File: src/rtl/serial_add_ctrl.sv
// Purpose : digit-serial WIDTH-bit add/subtract, one 4-bit ripple slice per cycle.
// Latency : out_valid rises N = WIDTH/4 cycles after the accepting edge.
// Backpr. : result held in DONE until out_ready; in_ready stays low from accept through handshake.
//
// Ports:
//   clk, rst_n           rising-edge clock, asynchronous active-low reset
//   in_valid / in_ready  operand handshake (op_a, op_b, op_sub)
//   out_valid/out_ready  result handshake (result, cout, ovf)
//   busy                 high while an operation is in RUN or DONE

// 4-bit ripple slice: sum and carry of a + b + cin.
module fa_4bit (
  input  logic [3:0] a,
  input  logic [3:0] b,
  input  logic       cin,
  output logic [3:0] sum,
  output logic       cout
);
  assign {cout, sum} = {1'b0, a} + {1'b0, b} + {4'b0000, cin};
endmodule

module serial_add_ctrl #(
  parameter int WIDTH = 16
) (
  input  logic             clk,
  input  logic             rst_n,
  input  logic             in_valid,
  output logic             in_ready,
  input  logic [WIDTH-1:0] op_a,
  input  logic [WIDTH-1:0] op_b,
  input  logic             op_sub,
  output logic             out_valid,
  input  logic             out_ready,
  output logic [WIDTH-1:0] result,
  output logic             cout,
  output logic             ovf,
  output logic             busy
);
  localparam int N  = WIDTH / 4;
  localparam int KW = (N > 1) ? $clog2(N) : 1;
  localparam logic [KW-1:0] K_LAST = KW'(N - 1);

  typedef enum logic [1:0] {
    IDLE = 2'd0,
    RUN  = 2'd1,
    DONE = 2'd2
  } state_e;

  state_e           state_q, state_d;
  logic [WIDTH-1:0] a_q, a_d;
  logic [WIDTH-1:0] b_q, b_d;
  logic [WIDTH-1:0] result_q, result_d;
  logic [KW-1:0]    k_q, k_d;
  logic             carry_q, carry_d;
  logic             cout_q, cout_d;
  logic             ovf_q, ovf_d;
  logic             out_valid_q, out_valid_d;
  logic             in_ready_q, in_ready_d;
  logic             busy_q, busy_d;

  logic [3:0] sl_a, sl_b, sl_sum;
  logic       sl_co;

  // Slice k covers bits [4k+3:4k]; {k,2'b00} is 4k.
  assign sl_a = a_q[{k_q, 2'b00} +: 4];
  assign sl_b = b_q[{k_q, 2'b00} +: 4];

  fa_4bit u_slice (
    .a    (sl_a),
    .b    (sl_b),
    .cin  (carry_q),
    .sum  (sl_sum),
    .cout (sl_co)
  );

  always_comb begin
    state_d     = state_q;
    a_d         = a_q;
    b_d         = b_q;
    result_d    = result_q;
    k_d         = k_q;
    carry_d     = carry_q;
    cout_d      = cout_q;
    ovf_d       = ovf_q;
    out_valid_d = out_valid_q;
    in_ready_d  = in_ready_q;
    busy_d      = busy_q;

    case (state_q)
      IDLE: begin
        if (in_valid && in_ready_q) begin
          // Subtract is A + ~B + 1: invert B here, seed the carry with 1.
          a_d         = op_a;
          b_d         = op_sub ? ~op_b : op_b;
          carry_d     = op_sub;
          k_d         = '0;
          result_d    = '0;
          cout_d      = 1'b0;
          ovf_d       = 1'b0;
          in_ready_d  = 1'b0;
          busy_d      = 1'b1;
          state_d     = RUN;
        end
      end

      RUN: begin
        result_d[{k_q, 2'b00} +: 4] = sl_sum;
        carry_d = sl_co;
        k_d     = k_q + 1'b1;
        if (k_q == K_LAST) begin
          k_d         = '0;
          cout_d      = sl_co;
          // Overflow: operands share a sign the new MSB does not.
          ovf_d       = (a_q[WIDTH-1] == b_q[WIDTH-1]) && (sl_sum[3] != a_q[WIDTH-1]);
          out_valid_d = 1'b1;
          state_d     = DONE;
        end
      end

      DONE: begin
        if (out_ready) begin
          // in_ready rises at this edge, so it is never high alongside out_valid.
          out_valid_d = 1'b0;
          in_ready_d  = 1'b1;
          busy_d      = 1'b0;
          state_d     = IDLE;
        end
      end

      default: begin
        out_valid_d = 1'b0;
        in_ready_d  = 1'b1;
        busy_d      = 1'b0;
        state_d     = IDLE;
      end
    endcase
  end

  always_ff @(posedge clk or negedge rst_n) begin
    if (!rst_n) begin
      state_q     <= IDLE;
      a_q         <= '0;
      b_q         <= '0;
      result_q    <= '0;
      k_q         <= '0;
      carry_q     <= 1'b0;
      cout_q      <= 1'b0;
      ovf_q       <= 1'b0;
      out_valid_q <= 1'b0;
      in_ready_q  <= 1'b1;
      busy_q      <= 1'b0;
    end else begin
      state_q     <= state_d;
      a_q         <= a_d;
      b_q         <= b_d;
      result_q    <= result_d;
      k_q         <= k_d;
      carry_q     <= carry_d;
      cout_q      <= cout_d;
      ovf_q       <= ovf_d;
      out_valid_q <= out_valid_d;
      in_ready_q  <= in_ready_d;
      busy_q      <= busy_d;
    end
  end

  assign in_ready  = in_ready_q;
  assign out_valid = out_valid_q;
  assign result    = result_q;
  assign cout      = cout_q;
  assign ovf       = ovf_q;
  assign busy      = busy_q;
endmodule

File: config.mk
export PLATFORM = sky130hd
export DESIGN_NAME = serial_add_ctrl
export DESIGN_NICKNAME = d
export VERILOG_FILES = /design/src/rtl/serial_add_ctrl.sv
export SDC_FILE = /design/constraint.sdc
export NUM_CORES = 1
export LEC_CHECK = 0
export ABC_CLOCK_PERIOD_IN_PS = 5200
export BUFFER_PORTS_ARGS = -buffer_cell sky130_fd_sc_hd__buf_2
export CORE_MARGIN = 3
export CORE_UTILIZATION = 56
export DETAILED_ROUTE_END_ITERATION = 10
export GPL_ROUTABILITY_DRIVEN = 0
export HOLD_SLACK_MARGIN = 0.08
export MAX_ROUTING_LAYER = met4
export PLACE_DENSITY = 0.93
export REMOVE_ABC_BUFFERS = 1
export SETUP_SLACK_MARGIN = 0.3
export SLEW_MARGIN = 25
export SYNTH_ARGS = -nofsm -noshare
export SYNTH_HDL_FRONTEND = slang
export SYNTH_SLANG_ARGS = --single-unit
File: constraint.sdc
create_clock -name clk -period 5.2 [get_ports clk]
set_clock_uncertainty 0.2 [all_clocks]
set_input_delay 0.52 -clock clk [delete_from_list [all_inputs] [get_ports clk]]
set_output_delay 0.52 -clock clk [all_outputs]
set_load 0.05 [all_outputs]
==> impl_metrics.py, run 1 <==
metrics = {
    "run_status": {
        "outcome": "completed",
    },
    "layout": {
        "final_nets": 369,
        "antenna_cells": 0,
        "area_growth_pct": 14.1,
        "nFillCells": 398,
        "final_area_um2": 3400,
        "final_cells": 395,
        "utilization_pct": 68.9,
        "drive_gt1_share_pct": 32.0,
    },
    "synthesis": {
        "ys_types": 38,
        "synth_top_area_share_pct": 47.8,
        "ys_seq_area_share_pct": 48.7,
        "synth_top_family_by_area": "simple AND/OR/NAND/NOR gates",
        "syn_area_per_cell_um2": 11.1,
        "synth_compound_area_share_pct": 13.3,
        "synthAdderAreaFrac_pct": 4.28,
        "synth_xor_area_share_pct": 5.29,
        "yosysWarningCount": 0,
        "syn_area_um2": 2980,
        "ys_seq_elements": 58,
        "syn-instance-count": 269,
        "synth_ff_type": "dfrtp_1",
        "synth_edf_count": 0,
        "synth_mux_area_share_pct": 6.04,
        "async_reset_ff_share_pct": 100,
        "synth_top_area_cell": "dfrtp_1",
        "synth_area_leaders": "dfrtp_1 48%, nand2_1 9.8%, mux4_2 6.0%",
        "yosys.area_share.simple_pct": 16.9,
    },
    "critical_path": {
        "worst_path_most_repeated_cell": "fa_1",
        "crit_fanout": 16,
        "required_ns": 5.21,
        "endpoint_kind": "flip-flop",
        "reg2reg_slack_ns": 1.90,
        "crit_chain": "mux4_2 -> fa_1 -> fa_1 -> a21oi_1 -> nor2b_1 -> o21ai_0 -> nand3_1",
        "cp-startpoint": "k_q[0]$_DFFE_PN0P_",
        "crit_slowest_cell": "dfrtp_1",
        "endpoint": "carry_q$_DFFE_PN0P_",
        "reg2reg_depth": 7,
        "cpPeakStageDelay_ns": 0.92,
        "critPathKind": "reg2reg",
        "cp-start-kind": "flip-flop",
        "cp.arrival_ns": 3.30,
        "r2r_start": "k_q[0]$_DFFE_PN0P_",
        "worst_r2r_endpoint": "carry_q$_DFFE_PN0P_",
    },
    "grt": {
        "grt_usage_pct": 22.3,
        "grt_max_degree": 59,
        "grt-ovfl-total": 0,
        "antenna_found_initial": 0,
        "grt_pass1_wl_um": 10400,
        "grt_pass1_vias": 2195,
    },
    "clocking": {
        "htreeDepth": 3,
        "cts_resized": 0,
        "clk_latency_ns": 0.34,
        "post-cts-setup-buffer-count": 0,
        "cts_made_buffers": 9,
        "root_buffer": "clkbuf_8",
        "cts_hold_buf": 0,
        "cts_tree": "done",
        "clkTransAtPathRegs_ns": 0.07,
        "cts.sinks": 58,
        "max-clock-path-buffers": 2,
    },
    "floorplanning": {
        "start_util_pct": 60.4,
        "io_pins": 58,
        "die_h_um": 79.0,
        "rows": 25,
        "die_w_um": 79.0,
        "core_area_um2": 4940,
        "die_area_um2": 6240,
    },
    "placed_design": {
        "dp_hpwl_um": 4330,
        "place_ws_ns": 1.93,
        "dpl-instance-area_um2": 3220,
        "port_buffers": 57,
        "dp_cells": 379,
    },
    "sta": {
        "setup_ws_ns": 1.90,
        "relSlewSlack_pct": 41.0,
        "hold_slack_ns": 0.111,
        "max_freq_mhz": 303,
        "final.setup.tns_ns": 0,
        "setup_viol": 0,
        "period_share_pct": 63.4,
        "rsz0062_at_grt": "false",
        "drv_slew": 0,
        "fin_crit_ns": 3.30,
        "hold_viol": 0,
        "worstMarginPinSlew_ns": 0.885,
    },
    "power": {
        "leakage_nw": 1.74,
        "finalPower_mw": 2.15,
        "p_per_area_nw_per_um2": 630,
        "peakVddDrop_mv": 0.294,
    },
    "routing": {
        "wl_um": 6000,
        "m1WireLength_um": 2570,
        "drt-initial-drc-count": 96,
        "wl_met3_um": 316,
        "drc": 0,
        "dr.max_layer_used": "met4",
        "drt_first_pass_iters": 4,
        "drtAntennaViolNets": 0,
        "wl_per_cell_um": 15.2,
        "met2WireLength_um": 2990,
        "vias": 2157,
        "via_per_inst": 5.46,
    },
    "worst_hold_path": {
        "hold_path.class": "in2async",
    },
    "job": {
        "drv_cap": 0,
    },
}
synth_stat cells (2+ instances only):
cell type / instances
nand3_1: 5
nor2_1: 6
nor4b_4: 3
xnor2_1: 18
buf_4: 3
mux4_2: 8
o21ai_1: 2
dfrtp_1: 57
fa_1: 2
a21o_1: 6
nand2_1: 78
buf_6: 6
nor2b_1: 2
a21oi_1: 3
o21ai_0: 8
inv_1: 6
o31ai_1: 2
a22o_1: 12
o21ai_2: 15
buf_2: 3
ha_1: 7
metal layers:
layer	track usage (%)	vias up
met5	-	-
met4	11.2	0
met3	5.10	13
met2	35.5	70
met1	26.8	1050
li1	-	1024
area by class of cell:
type	instances	area, um^2	share of cell area [%]
clock buffers	14	173	5.07
clock inverters	2	10.0	0.294
inverters	7	26.3	0.772
multi-input cells	189	1370	40.1
flip-flops and latches	58	1450	42.7
well taps	67	83.8	2.46
repair buffers	58	293	8.60
worst min-delay path by stage:
stage                              from                     to  slack [ns]  cells past startpoint
finish                            rst_n  result[7]$_DFFE_PN0P_        0.11                      2
global placement     a_q[1]$_DFFE_PN0P_     a_q[1]$_DFFE_PN0P_        0.25                      2
floorplan                         rst_n     a_q[0]$_DFFE_PN0P_        0.02                      0
global route                   op_a[13]    a_q[13]$_DFFE_PN0P_        0.17                      3
CTS                               rst_n  result[7]$_DFFE_PN0P_        0.15                      2
detailed placement  a_q[11]$_DFFE_PN0P_    a_q[11]$_DFFE_PN0P_        0.26                      2
flip-flops by register name, indices dropped and copies added (netlist names):
register	cells
a_q	16
b_q	16
result	16
k_q	2
state_q	2
busy	1
carry_q	1
cout	1
in_ready	1
out_valid	1
ovf	1
critical path: cells and delay by family, from the launching register on:
kind                       cells  cell delay [ns]
DFF                            1             0.92
adders and majority gates      2             0.86
muxes                          1             0.63
AOI/OAI and AO/OA              2             0.38
and+or+nand+nor                2             0.17
cells in the final DEF, fill, tap and decap left out, drive strengths merged, types with 4 or more instances in the layout:
master / instances
a21o: 6
a21oi: 4
a22o: 12
buf: 58
clkbuf: 14
dfrtp: 57
ha: 7
inv: 7
mux4: 8
nand2: 78
nand3: 6
nor2: 7
o21ai: 25
xnor2: 18
logic make-up (layout without fill, tap and decap cells):
group	Yosys count	after routing
xor gates and xnor gates	18	18
and+or+nand+nor	102	102
muxes	8	8
AOI/OAI and AO/OA	52	52
DFF	58	58
adders and majority gates	9	9
buffers and inverters	22	81
where the power goes:
| part | internal, mW | total (mW) | switching, mW | leakage, nW |
|---|---|---|---|---|
| combinational | 0.372 | 0.974 | 0.602 | 0.884 |
| clock | 0.211 | 0.379 | 0.169 | 0.0965 |
| sequential | 0.630 | 0.792 | 0.162 | 0.760 |
| total | 1.21 | 2.15 | 0.932 | 1.74 |
Power figures use the tool's default switching activity.
==> run 2, diff against run 1 <==
ABC_CLOCK_PERIOD_IN_PS = 2880   (was 5200)
CORE_UTILIZATION = 50   (was 56)
PLACE_DENSITY = 0.88   (was 0.93)
clock period = 2.88 ns   (was 5.2 ns; I/O delays follow)
==> run 2 against run 1 <==
Compared with the run above:
- global-route usage decreased by 0.60 points
- critical endpoint is now result[6]$_DFFE_PN0P_
- first-iteration DRC count increased by 38%
- sequential share of layout area decreased by 5.0 points
- critical path type unchanged
- largest cell class unchanged
- register-to-register slack got worse by 1.6 ns
- highest routed layer unchanged
==> impl_metrics.py, run 2 (synthesized netlist as in run 1, its figures left out) <==
metrics = {
    "clocking": {
        "cts_made_buffers": 9,
        "htreeDepth": 3,
        "cts_tree": "done",
        "cts.sinks": 58,
        "clk_latency_ns": 0.34,
        "max-clock-path-buffers": 2,
        "root_buffer": "clkbuf_8",
        "clkTransAtPathRegs_ns": 0.06,
    },
    "layout": {
        "area_growth_pct": 29.4,
        "mostFrequentLayoutCell": "nand2_1",
        "final_nets": 411,
        "drive_gt1_share_pct": 32.8,
        "final_cell_mix": "78 x nand2_1, 57 x dfrtp_1, 57 x buf_2, 33 x dlygate4sd3_1, 16 x xnor2_1",
        "nFillCells": 400,
        "final_cells": 441,
        "antenna_cells": 0,
        "multiInputGateArea_um2": 1430,
        "seqCellArea_um2": 1450,
    },
    "routing": {
        "drt-initial-drc-count": 132,
        "drt_first_pass_iters": 4,
        "drc": 0,
        "wl_per_cell_um": 16.1,
        "wl_um": 7090,
        "drtAntennaViolNets": 0,
        "vias": 2375,
        "via_per_inst": 5.39,
    },
    "sta": {
        "rsz0062_at_grt": "true",
        "hold_viol": 0,
        "drv_slew": 0,
        "relSlewSlack_pct": 54.5,
        "fin_crit_ns": 2.58,
        "worstMarginPinSlew_ns": 0.682,
        "period_share_pct": 89.6,
        "setup_ws_ns": 0.300,
        "setup_viol": 0,
        "max_freq_mhz": 388,
    },
    "worst_hold_path": {
        "hold_path.class": "in2reg",
    },
    "floorplanning": {
        "core_area_um2": 5640,
        "rows": 27,
        "die_w_um": 83.2,
        "die_area_um2": 6930,
        "die_h_um": 83.2,
        "start_util_pct": 52.9,
        "io_pins": 58,
    },
    "critical_path": {
        "cp.arrival_ns": 2.62,
        "required_ns": 2.92,
        "crit_fanout": 4,
        "critPathKind": "reg2reg",
        "cp-start-kind": "flip-flop",
        "endpoint_kind": "flip-flop",
    },
    "power": {
        "p_per_area_nw_per_um2": 1100,
        "peakVddDrop_mv": 0.663,
        "finalPower_mw": 4.26,
        "leakage_nw": 1.93,
    },
    "grt": {
        "grt_pass1_wl_um": 11600,
        "grt_max_degree": 54,
        "grt_usage_pct": 21.7,
        "grt_pass1_vias": 2522,
        "antenna_found_initial": 0,
        "grt-ovfl-total": 0,
    },
    "placed_design": {
        "port_buffers": 57,
        "place_ws_ns": 0.170,
        "dp_cells": 388,
        "dp_hpwl_um": 4520,
    },
    "job": {
        "drv_cap": 0,
    },
    "run_status": {
        "outcome": "completed",
    },
}
[run 2: changes by cell type in the layout (fill, tap and decap cells not counted), moves of 2 or more]
cell / before / now
fa_2: 0 / 2
o21ai_0: 8 / 5
fa_1: 2 / 0
ha_2: 0 / 2
xnor2_1: 18 / 16
ha_1: 7 / 5
o21ai_1: 2 / 5
xnor2_4: 0 / 2
buf_4: 1 / 9
dlygate4sd3_1: 0 / 33
[run 2: where the power goes]
part | internal, mW | leakage (nW) | total (mW) | switching, mW
Sequential | 1.14 | 0.760 | 1.38 | 0.237
Clock | 0.350 | 0.0920 | 0.660 | 0.310
Combinational | 0.929 | 1.08 | 2.22 | 1.29
Total | 2.42 | 1.93 | 4.26 | 1.84
[run 2: layer usage]
metal / global-route usage (%) / up-vias / wire length [um]
met2: 38.3 / 80 / 3810
met4: 6.84 / 0 / 123
met1: 23.8 / 1171 / 2800
met5: - / - / 0
met3: 5.85 / 12 / 362
li1: - / 1112 / -
[run 2: final timing paths]
path                                     from               endpoint  slack, ns  depth (start not counted)
max                        k_q[0]$_DFFE_PN0P_  result[6]$_DFFE_PN0P_       0.30                          6
min in group asynchronous               rst_n     a_q[0]$_DFFE_PN0P_       0.34                          2
min reg2reg                a_q[8]$_DFFE_PN0P_     a_q[8]$_DFFE_PN0P_       0.28                          2
min                                  op_b[12]    b_q[12]$_DFFE_PN0P_       0.10                          3
max reg2reg                k_q[0]$_DFFE_PN0P_  result[6]$_DFFE_PN0P_       0.30                          6
max in group asynchronous               rst_n   in_ready$_DFFE_PN1P_       1.40                          3
[run 2: critical path: stages, from the launching register on]
cell and delay (ns):
dfrtp_1 0.43, mux4_2 0.54, fa_2 0.40, fa_2 0.40, buf_4 0.17, xnor2_4 0.15, o31ai_1 0.19
[run 2: area by class of cell]
type / count / area share, %
repair buffers: 100 / 18.0
multi-input cells: 189 / 36.9
clock inverters: 3 / 0.389
inverters: 7 / 0.681
well taps: 72 / 2.33
flip-flops and latches: 58 / 37.6
clock buffers: 12 / 4.02
[run 2: per-stage QoR]
| step | setup TNS [ns] | cell area, um^2 | hold slack, ns | utilization (%) |
|---|---|---|---|---|
| 2_1_floorplan | -0.248 | 2850 | -0.208 | - |
| 5_1_grt | 0 | 3860 | 0.119 | 68.4 |
| 6_report | 0 | 3860 | 0.104 | 68.4 |
| 3_5_place_dp | 0 | 3260 | 0.165 | 57.8 |
| 4_1_cts | 0 | 3780 | 0.0830 | 67.0 |
| 3_3_place_gp | 0 | 3260 | 0.152 | 57.8 |
[run 2: repair_timing]
| action | CTS | global route |
|---|---|---|
| pin swaps | 0 | 8 |
| resized for setup | 5 | 9 |
| endpoints found under the setup margin | 10 | 9 |
| hold buffers | 33 | 0 |
| endpoints found under the hold margin | 60 | 0 |
| buffers inserted | 0 | 5 |
